### config.mk
export PLATFORM = sky130hd
export DESIGN_NAME = bbox_tracker
export DESIGN_NICKNAME = d
export VERILOG_FILES = /design/src/rtl/bbox_tracker.sv
export SDC_FILE = /design/constraint.sdc
export NUM_CORES = 1
export LEC_CHECK = 0
export ABC_AREA = 1
export ABC_CLOCK_PERIOD_IN_PS = 3700
export CAP_MARGIN = 20
export CELL_PAD_IN_SITES_DETAIL_PLACEMENT = 1
export CELL_PAD_IN_SITES_GLOBAL_PLACEMENT = 2
export CORE_UTILIZATION = 34
export DETAILED_ROUTE_END_ITERATION = 10
export PLACE_DENSITY = 0.89
export SLEW_MARGIN = 20
export SYNTH_ARGS = -nofsm -noshare
export SYNTH_HDL_FRONTEND = slang
export SYNTH_SLANG_ARGS = --single-unit
### constraint.sdc
create_clock -name clk_in -period 3.7 [get_ports clk_in]
set_clock_uncertainty 0.1 [all_clocks]
set_input_delay 0.925 -clock clk_in [delete_from_list [all_inputs] [get_ports clk_in]]
set_output_delay 0.925 -clock clk_in [all_outputs]
set_load 0.01 [all_outputs]
### src/rtl/bbox_tracker.sv
// Per-frame bounding-box extractor: accumulates min/max x/y and a pixel count of the
// detection mask, then qualifies, smooths and publishes the box at each frame boundary.
module bbox_tracker #(
    parameter int H_ACTIVE     = 1280,
    parameter int V_ACTIVE     = 720,
    parameter int MIN_PIXELS   = 64,
    parameter int MISS_LIMIT   = 3,
    parameter int SMOOTH_SHIFT = 2
) (
    input  logic        clk_in,
    input  logic        rst_in,
    input  logic [10:0] hcount_in,
    input  logic [9:0]  vcount_in,
    input  logic        mask_in,
    input  logic        new_frame_in,
    output logic [11:0] xmin_out,
    output logic [10:0] ymin_out,
    output logic [11:0] xmax_out,
    output logic [10:0] ymax_out,
    output logic        valid_out,
    output logic        update_out,
    output logic [19:0] pixel_count_out
);

    localparam logic [11:0] H_LIM    = 12'(H_ACTIVE);
    localparam logic [10:0] V_LIM    = 11'(V_ACTIVE);
    localparam logic [11:0] X_HI     = 12'(H_ACTIVE - 1);
    localparam logic [11:0] Y_HI     = 12'(V_ACTIVE - 1);
    localparam logic [19:0] MIN_CNT  = 20'(MIN_PIXELS);
    localparam logic [7:0]  MISS_LIM = 8'(MISS_LIMIT);

    // The tracking state is visible hierarchically as `state` for checkers.
    typedef enum logic [1:0] {
        SEARCH = 2'd0,
        TRACK  = 2'd1,
        COAST  = 2'd2
    } state_t;

    state_t      state;
    state_t      state_nxt;
    logic [7:0]  miss_cnt;
    logic [7:0]  miss_cnt_nxt;

    logic [11:0] acc_xmin;
    logic [10:0] acc_ymin;
    logic [11:0] acc_xmax;
    logic [10:0] acc_ymax;
    logic [19:0] acc_count;

    logic [11:0] start_xmin;
    logic [10:0] start_ymin;
    logic [11:0] start_xmax;
    logic [10:0] start_ymax;
    logic [19:0] start_count;

    logic [11:0] hx;
    logic [10:0] vy;
    logic        qual;
    logic        hit;

    logic [11:0] xmin_nxt;
    logic [10:0] ymin_nxt;
    logic [11:0] xmax_nxt;
    logic [10:0] ymax_nxt;

    // One IIR step toward raw: diff in 13-bit signed, arithmetic shift floors toward -inf,
    // result clamped into [0, hi].
    function automatic logic [11:0] smooth(input logic [11:0] cur, input logic [11:0] raw,
                                           input logic [11:0] hi);
        logic signed [12:0] diff;
        logic signed [12:0] step;
        logic signed [13:0] sum;
        diff = $signed({1'b0, raw}) - $signed({1'b0, cur});
        step = diff >>> SMOOTH_SHIFT;
        sum  = $signed({2'b00, cur}) + $signed({step[12], step});
        if (sum[13])
            smooth = '0;
        else if (sum > $signed({2'b00, hi}))
            smooth = hi;
        else
            smooth = sum[11:0];
    endfunction

    assign hx   = {1'b0, hcount_in};
    assign vy   = {1'b0, vcount_in};
    assign qual = mask_in && (hx < H_LIM) && (vy < V_LIM);
    assign hit  = (acc_count >= MIN_CNT);

    // On a frame boundary the current pixel folds into freshly cleared accumulators.
    always_comb begin
        start_xmin  = acc_xmin;
        start_ymin  = acc_ymin;
        start_xmax  = acc_xmax;
        start_ymax  = acc_ymax;
        start_count = acc_count;
        if (new_frame_in) begin
            start_xmin  = '1;
            start_ymin  = '1;
            start_xmax  = '0;
            start_ymax  = '0;
            start_count = '0;
        end
    end

    always_ff @(posedge clk_in or negedge rst_in) begin
        if (!rst_in) begin
            acc_xmin  <= '1;
            acc_ymin  <= '1;
            acc_xmax  <= '0;
            acc_ymax  <= '0;
            acc_count <= '0;
        end else if (qual) begin
            acc_xmin  <= (hx < start_xmin) ? hx : start_xmin;
            acc_ymin  <= (vy < start_ymin) ? vy : start_ymin;
            acc_xmax  <= (hx > start_xmax) ? hx : start_xmax;
            acc_ymax  <= (vy > start_ymax) ? vy : start_ymax;
            acc_count <= (start_count == '1) ? start_count : start_count + 20'd1;
        end else begin
            acc_xmin  <= start_xmin;
            acc_ymin  <= start_ymin;
            acc_xmax  <= start_xmax;
            acc_ymax  <= start_ymax;
            acc_count <= start_count;
        end
    end

    always_ff @(posedge clk_in or negedge rst_in) begin
        if (!rst_in) begin
            state    <= SEARCH;
            miss_cnt <= '0;
        end else begin
            state    <= state_nxt;
            miss_cnt <= miss_cnt_nxt;
        end
    end

    always_comb begin
        state_nxt    = state;
        miss_cnt_nxt = miss_cnt;
        if (new_frame_in) begin
            case (state)
                SEARCH: begin
                    if (hit) begin
                        state_nxt    = TRACK;
                        miss_cnt_nxt = '0;
                    end
                end
                TRACK: begin
                    if (!hit) begin
                        if (MISS_LIM <= 8'd1) begin
                            state_nxt    = SEARCH;
                            miss_cnt_nxt = '0;
                        end else begin
                            state_nxt    = COAST;
                            miss_cnt_nxt = 8'd1;
                        end
                    end
                end
                COAST: begin
                    if (hit) begin
                        state_nxt    = TRACK;
                        miss_cnt_nxt = '0;
                    end else if (miss_cnt + 8'd1 >= MISS_LIM) begin
                        state_nxt    = SEARCH;
                        miss_cnt_nxt = '0;
                    end else begin
                        miss_cnt_nxt = miss_cnt + 8'd1;
                    end
                end
                default: begin
                    state_nxt    = SEARCH;
                    miss_cnt_nxt = '0;
                end
            endcase
        end
    end

    // Box next-value: cleared whenever the track drops, raw on acquisition, smoothed while held.
    always_comb begin
        xmin_nxt = xmin_out;
        ymin_nxt = ymin_out;
        xmax_nxt = xmax_out;
        ymax_nxt = ymax_out;
        if (new_frame_in) begin
            if (state_nxt == SEARCH) begin
                xmin_nxt = '0;
                ymin_nxt = '0;
                xmax_nxt = '0;
                ymax_nxt = '0;
            end else if (hit) begin
                if (state == SEARCH) begin
                    xmin_nxt = acc_xmin;
                    ymin_nxt = acc_ymin;
                    xmax_nxt = acc_xmax;
                    ymax_nxt = acc_ymax;
                end else begin
                    xmin_nxt = smooth(xmin_out, acc_xmin, X_HI);
                    ymin_nxt = 11'(smooth({1'b0, ymin_out}, {1'b0, acc_ymin}, Y_HI));
                    xmax_nxt = smooth(xmax_out, acc_xmax, X_HI);
                    ymax_nxt = 11'(smooth({1'b0, ymax_out}, {1'b0, acc_ymax}, Y_HI));
                end
            end
        end
    end

    // update_out strobes once per new_frame_in; valid_out qualifies the box; no backpressure.
    always_ff @(posedge clk_in or negedge rst_in) begin
        if (!rst_in) begin
            xmin_out        <= '0;
            ymin_out        <= '0;
            xmax_out        <= '0;
            ymax_out        <= '0;
            update_out      <= 1'b0;
            pixel_count_out <= '0;
        end else begin
            xmin_out   <= xmin_nxt;
            ymin_out   <= ymin_nxt;
            xmax_out   <= xmax_nxt;
            ymax_out   <= ymax_nxt;
            update_out <= new_frame_in;
            if (new_frame_in)
                pixel_count_out <= acc_count;
        end
    end

    assign valid_out = (state != SEARCH);

endmodule

======== Word level (Yosys, flattened, before mapping) ========
Index checks and enable logic that the tools add are counted.
storage, ports and cells
  register bits after elaboration ......... 143
  input bits .............................. 25
  output and inout port bits .............. 68
  word-level logic and storage cells ...... 94
operators by class
  $add $sub $neg .......................... 10
  order comparisons ....................... 12
  equal/unequal tests ..................... 5
  mux-type cells .......................... 46
  reduce and logical (&&, ||, !) cells .... 8
operator list
  operator                                                                              number
  12-bit 2-to-1 mux                                                                     16
  11-bit 2-to-1 mux                                                                     16
  20-bit 2-to-1 mux                                                                     3
  8-bit 2-to-1 mux                                                                      4
  13-bit by 11-bit adder with 14-bit output                                             2
  14-bit by 12-bit > comparator with 1-bit output, second input constant                2
  12-bit by 10-bit adder with 13-bit output                                             2
  13-bit by 11-bit > comparator with 1-bit output, second input constant                2
  12-bit by 12-bit subtractor with 13-bit output                                        2
  8-bit one-hot mux with 3 select lines                                                 1
  11-bit by 11-bit subtractor with 12-bit output                                        2
  20-bit by 1-bit adder with 20-bit output, second input constant                       1
  20-bit equality test, second input constant                                           1
  20-bit by 7-bit greater-or-equal comparator with 1-bit output, second input constant  1
  11-bit by 12-bit > comparator with 1-bit output                                       1
  11-bit by 12-bit less-than comparator with 1-bit output                               1
  10-bit by 11-bit > comparator with 1-bit output                                       1
  10-bit by 11-bit less-than comparator with 1-bit output                               1
  11-bit less-than comparator, second input constant                                    1
  10-bit less-than comparator, second input constant                                    1
  2-bit 2-to-1 mux                                                                      5
  8-bit by 1-bit adder with 8-bit output, second input constant                         1
  8-bit by 2-bit greater-or-equal comparator with 1-bit output, second input constant   1
  2-bit one-hot mux with 3 select lines                                                 1
  other kinds (8)                                                                       12

======== Logic depth before layout (Yosys ltp) ========
  depth in word-level cells ............... 9
  mapped depth ............................ 35
  depth with buffers taken out ............ 35

======== Worst setup path before layout ========
Ideal clock, no wire load.
  path type ............................... register to register
  start point ............................. register xmax_out[1]
  end point ............................... register xmax_out[3]
  arrival time ............................ 3.305 ns
  setup slack ............................. 0.178 ns
  cell stages (with the launch flop) ...... 31
  clock period less this slack ............ 3.522 ns
  cell sequence ........................... dfrtp_1 > inv_1 > ha_1 > nand2_1 > nand2_1 > nand2_1 > nand2_1 > nand2_1 > nand2_1 > nand2_1 > nand2_1 > nand2_1 > o21ai_0 > a21oi_1 > xnor2_1 > ha_1 > nand2_1 > nor2_1 > nand2_1 > a21oi_1 > nor2_1 > nand2_1 > nand2_1 > nand2_1 > nand3_1 > nand2_1 > nand2_1 > nand2_1 > nand2_1 > nand2_1 > nand2_1
between the ends
  cells in the longest elaborated chain, start to end .. 8
ends and longest elaborated chain
  element                                          RTL line  RTL
  start, declared                                  18        output logic [11:0] xmax_out,
  start signal, assigned                           218       xmax_out <= xmax_nxt;
  12-bit by 12-bit subtractor with 13-bit output   73        diff = $signed({1'b0, raw}) - $signed({1'b0, cur});
  13-bit by 11-bit adder with 14-bit output *      75        sum = $signed({2'b00, cur}) + $signed({step[12], step});
  14-bit by 12-bit > comparator with 1-bit output  78        else if (sum > $signed({2'b00, hi}))
  12-bit 2-to-1 mux                                78
  12-bit 2-to-1 mux *                              76        if (sum[13])
  12-bit 2-to-1 mux *                              191       if (state == SEARCH) begin
  12-bit 2-to-1 mux *                              190       end else if (hit) begin
  12-bit 2-to-1 mux *                              185       if (state_nxt == SEARCH) begin
Every way passes the cells marked *; elsewhere a longest branch is shown, timed or not. The select of a mux whose other input is x is not followed.
A chain may end at the register's enable or synchronous reset.

======== Final worst setup path ========
  start point ............................. register acc_xmin[2]
  end point ............................... register xmin_out[6]
between the ends
  cells in the longest elaborated chain, start to end .. 8
ends and longest elaborated chain
  element                                           RTL line  RTL
  start, declared                                   44        logic [11:0] acc_xmin;
  start signal, assigned                            113       acc_xmin <= (hx < start_xmin) ? hx : start_xmin;
  start signal, assigned                            119       acc_xmin <= start_xmin;
  12-bit by 12-bit subtractor with 13-bit output *  73
  13-bit by 11-bit adder with 14-bit output *       75
  14-bit by 12-bit > comparator with 1-bit output   78
  12-bit 2-to-1 mux                                 78
  12-bit 2-to-1 mux *                               76
  12-bit 2-to-1 mux *                               191
  12-bit 2-to-1 mux *                               190
  12-bit 2-to-1 mux *                               185
  end signal, assigned                              216       xmin_out <= xmin_nxt;
  end, declared                                     16        output logic [11:0] xmin_out,
Marks and branches as above.

==> impl_metrics.toml <==
[outcome]
outcome = "finished with violations"
violations = "negative setup slack"

[worst_setup_path]
critPathMostFrequentCell = "nand2_1"
r2r-end = "xmin_out[6]$_DFFE_PN0P_"
crit_slowest_cell = "dfstp_2"
r2r_start = "acc_xmin[2]$_DFF_PN1_"
startpoint = "acc_xmin[2]$_DFF_PN1_"
endpoint = "xmin_out[6]$_DFFE_PN0P_"
max_stage_delay_ps = 560
cp-end-kind = "register"
arrival_ps = 4100
r2r_slack_ps = -120
r2r_cells = 26
worstSetupPathType = "reg2reg"
cp_data_required_time_ps = 3980
startpoint_type = "register"
path_max_fanout = 4

[cts]
cts_tree = "built"
cts_root_buffer = "clkbuf_16"
clk_latency_ps = 460
numCtsBuffers = 17
clock-sinks = 143
h-tree-depth = 4
clkSlewWorstSetupHoldPaths_ps = 70
clock_path_buffers = 2

[routing]
drtIter0Drc = 489
drt-pass1-iter-count = 4
drc = 0
detail_route.vias_per_cell = 4.960
vias = 13300
wl_met3_um = 1066
wl_um = 45480
wl_per_cell_um = 16.96
final_antenna_net_count = 0
wl_met2_um = 23000
met1Wirelength_um = 20360
highest_layer = "met5"

[place]
dp_hpwl_um = 33290
place.gp.congestion = 0.8589
placed_area_um2 = 15260
dp_slack_ps = -234.1
io_buffers = 92

[yosys]
synth_top_area_cell = "dfrtp_1"
ys_types = 48
synthTopCellsByArea = "dfrtp_1 23%, nand2_1 19%, ha_1 14%"
syn-num-nets = 2089
synth_edf_count = 0
synth.most_common_cell = "nand2_1"
yosys_register_bits = 143
yosysSeqAreaShare = 0.2795
synth_area_um2 = 12910
yosys_warnings = 0
synthFlopType = "dfrtp_1"
synth_top_area_share = 0.2326
syn_avg_cell_area_um2 = 6.740
syn_inst = 1915
synth-async-reset-ratio = 1.000
synth.top_cells.by_count = "660 x nand2_1, 258 x inv_1, 145 x ha_1"

[sta]
max_slew_margin = 0.5285
fin_crit_sh = 1.032
finalCriticalPeriod_ps = 3818
fin_ws_ps = -118.2
fmax_ghz = 0.2619
setup_violations = 12
rsz0062_at_grt = "yes"
hold_viol = 0
worst_pin_slew_ps = 707.2
finalMaxSlewViolations = 0

[power]
combPwrFrac = 0.505
irDropWorstVdd_mv = 0.4996
p_per_area_nw_per_um2 = 416.4
netSwitchingPower_mw = 3.123
total_power_mw = 7.242
swShare = 0.4313
pwr-share-seq = 0.240
power.leakage_nw = 8.701
p_int_mw = 4.119
pwr-share-clk = 0.254

[final_layout]
multi_input_area_um2 = 9258
ff_latch_area_um2 = 3612
final_util = 0.4640
syn2layout_area_growth_pct = 34.76
fin_area_um2 = 17390
layout-drive-gt1-share = 0.2342
nFillCells = 4812
layout.nets = 2330

[min_path]
worstHoldPathType = "reg2reg"

[die]
num_rows = 71
die_y_um = 196.8
initial_core_util = 0.3443
ios = 93
die_w_um = 196.8
core_um2 = 37490
dieArea_um2 = 38750

[flow_run]
drv_cap = 0

[grt]
overflow = 0
grt_pass1_vias = 14110
grt_start_max_net_pins = 65
gr-usage-all-layers = 0.2308
grt_pass1_wl_um = 71550
antenna_found_initial = 3
-- state kept, by name, indices dropped and copies added, names as in the netlist --
register         count
update_out           1
pixel_count_out     20
miss_cnt             8
state                2
acc_xmin            12
acc_xmax            12
xmax_out            12
ymin_out            11
xmin_out            12
acc_ymax            11
ymax_out            11
acc_count           20
acc_ymin            11
-- cells in the final DEF, fill, tap and decap left out, types with 9 or more instances in the layout --
| cell | Yosys | layout |
|---|---|---|
| inv_1 | 258 | 240 |
| ha_1 | 145 | 113 |
| nor3_1 | 14 | 12 |
| o21ai_1 | 24 | 27 |
| nor2_2 | 12 | 23 |
| buf_4 | 0 | 157 |
| clkbuf_16 | 0 | 17 |
| xor2_1 | 47 | 37 |
| nor2_1 | 131 | 117 |
| clkdlybuf4s50_1 | 0 | 90 |
| nand3b_1 | 10 | 10 |
| a21oi_2 | 2 | 28 |
| o21ai_0 | 105 | 89 |
| nand2_2 | 5 | 72 |
| nand3_1 | 104 | 82 |
| o21ai_2 | 1 | 13 |
| nand4_1 | 18 | 18 |
| a21oi_1 | 95 | 64 |
| dfrtp_1 | 120 | 116 |
| ha_4 | 0 | 25 |
| nand2_4 | 1 | 12 |
| xnor2_1 | 32 | 29 |
| nand3_2 | 4 | 24 |
| o21bai_1 | 12 | 9 |
| inv_2 | 8 | 23 |
| nand2_1 | 660 | 582 |
| dfstp_2 | 23 | 23 |
-- final cells by class --
cell class	count	area share
Antenna cell	2	0.0002877
Timing Repair inverter	2	0.0008632
Clock inverter	15	0.009927
Inverter	267	0.05819
Clock buffer	17	0.02446
Timing Repair Buffer	260	0.1296
Sequential cell	143	0.2077
Multi-Input combinational cell	1465	0.5322
Tap cell	511	0.03676
-- metal layers --
layer	track usage	up-vias
met5	0	-
met4	0.07895	2
met3	0.02892	64
met2	0.4032	167
met1	0.2920	6485
li1	-	6585
-- timing repair --
action                     4_1_cts  5_1_grt
pin swaps                       33      120
hold buffers                     0        0
gates cloned                     3        0
gates resized for setup         71      220
setup endpoints to repair       37       42
setup buffers                    7       30
-- worst max-delay path: cells and delay by family (launching register included) --
kind	cells	cell delay [ps]
xor gates and xnor gates	1	200
buffers and inverters	5	630
and+or+nand+nor	13	1140
DFF	1	560
AOI/OAI and AO/OA	5	520
adders and majority gates	2	620
-- cell families (layout without fill, tap and decap cells) --
kind of cell / after synthesis / count (layout) / share of synthesized area
flops: 143 / 143 / 0.2795
xor+xnor: 79 / 79 / 0.05361
fa+ha+maj: 149 / 149 / 0.1468
simple gates: 972 / 973 / 0.3125
other cells: 0 / 2 / 0
buf+inv: 308 / 561 / 0.09636
compound gates: 264 / 264 / 0.1113
-- power by group through the flow --
stage          sequential [mW]  clock [mW]  combinational (mW)
3_3_place_gp              1.76           0                2.81
2_1_floorplan             1.74           0                1.88
3_5_place_dp              1.76           0                2.90
5_1_grt                   1.75        1.93                4.04
4_1_cts                   1.74        1.89                3.10
6_report                  1.74        1.84                3.66
-- worst min-delay path by stage --
| stage | depth (start not counted) | to | from | slack [ps] |
|---|---|---|---|---|
| floorplan | 2 | pixel_count_out[2]$_DFFE_PN0P_ | acc_count[2]$_DFF_PN0_ | 350 |
| global placement | 2 | pixel_count_out[1]$_DFFE_PN0P_ | pixel_count_out[1]$_DFFE_PN0P_ | 360 |
| detailed placement | 2 | pixel_count_out[1]$_DFFE_PN0P_ | pixel_count_out[1]$_DFFE_PN0P_ | 360 |
| CTS | 2 | pixel_count_out[1]$_DFFE_PN0P_ | pixel_count_out[1]$_DFFE_PN0P_ | 380 |
| global route | 2 | pixel_count_out[17]$_DFFE_PN0P_ | pixel_count_out[17]$_DFFE_PN0P_ | 420 |
| finish | 2 | pixel_count_out[1]$_DFFE_PN0P_ | pixel_count_out[1]$_DFFE_PN0P_ | 380 |
-- metrics by stage --
| stage | hold slack (ps) | std cells | setup TNS, ps |
|---|---|---|---|
| 2_1_floorplan | 346.2 | 1915 | 0 |
| 3_3_place_gp | 363.0 | 2608 | -1084 |
| 3_5_place_dp | 361.9 | 2608 | -4519 |
| 4_1_cts | 380.4 | 2650 | -219.4 |
| 5_1_grt | 417.5 | 2682 | -5959 |
| 6_report | 379.4 | 2682 | -1006 |
Power figures use the tool's default switching activity.
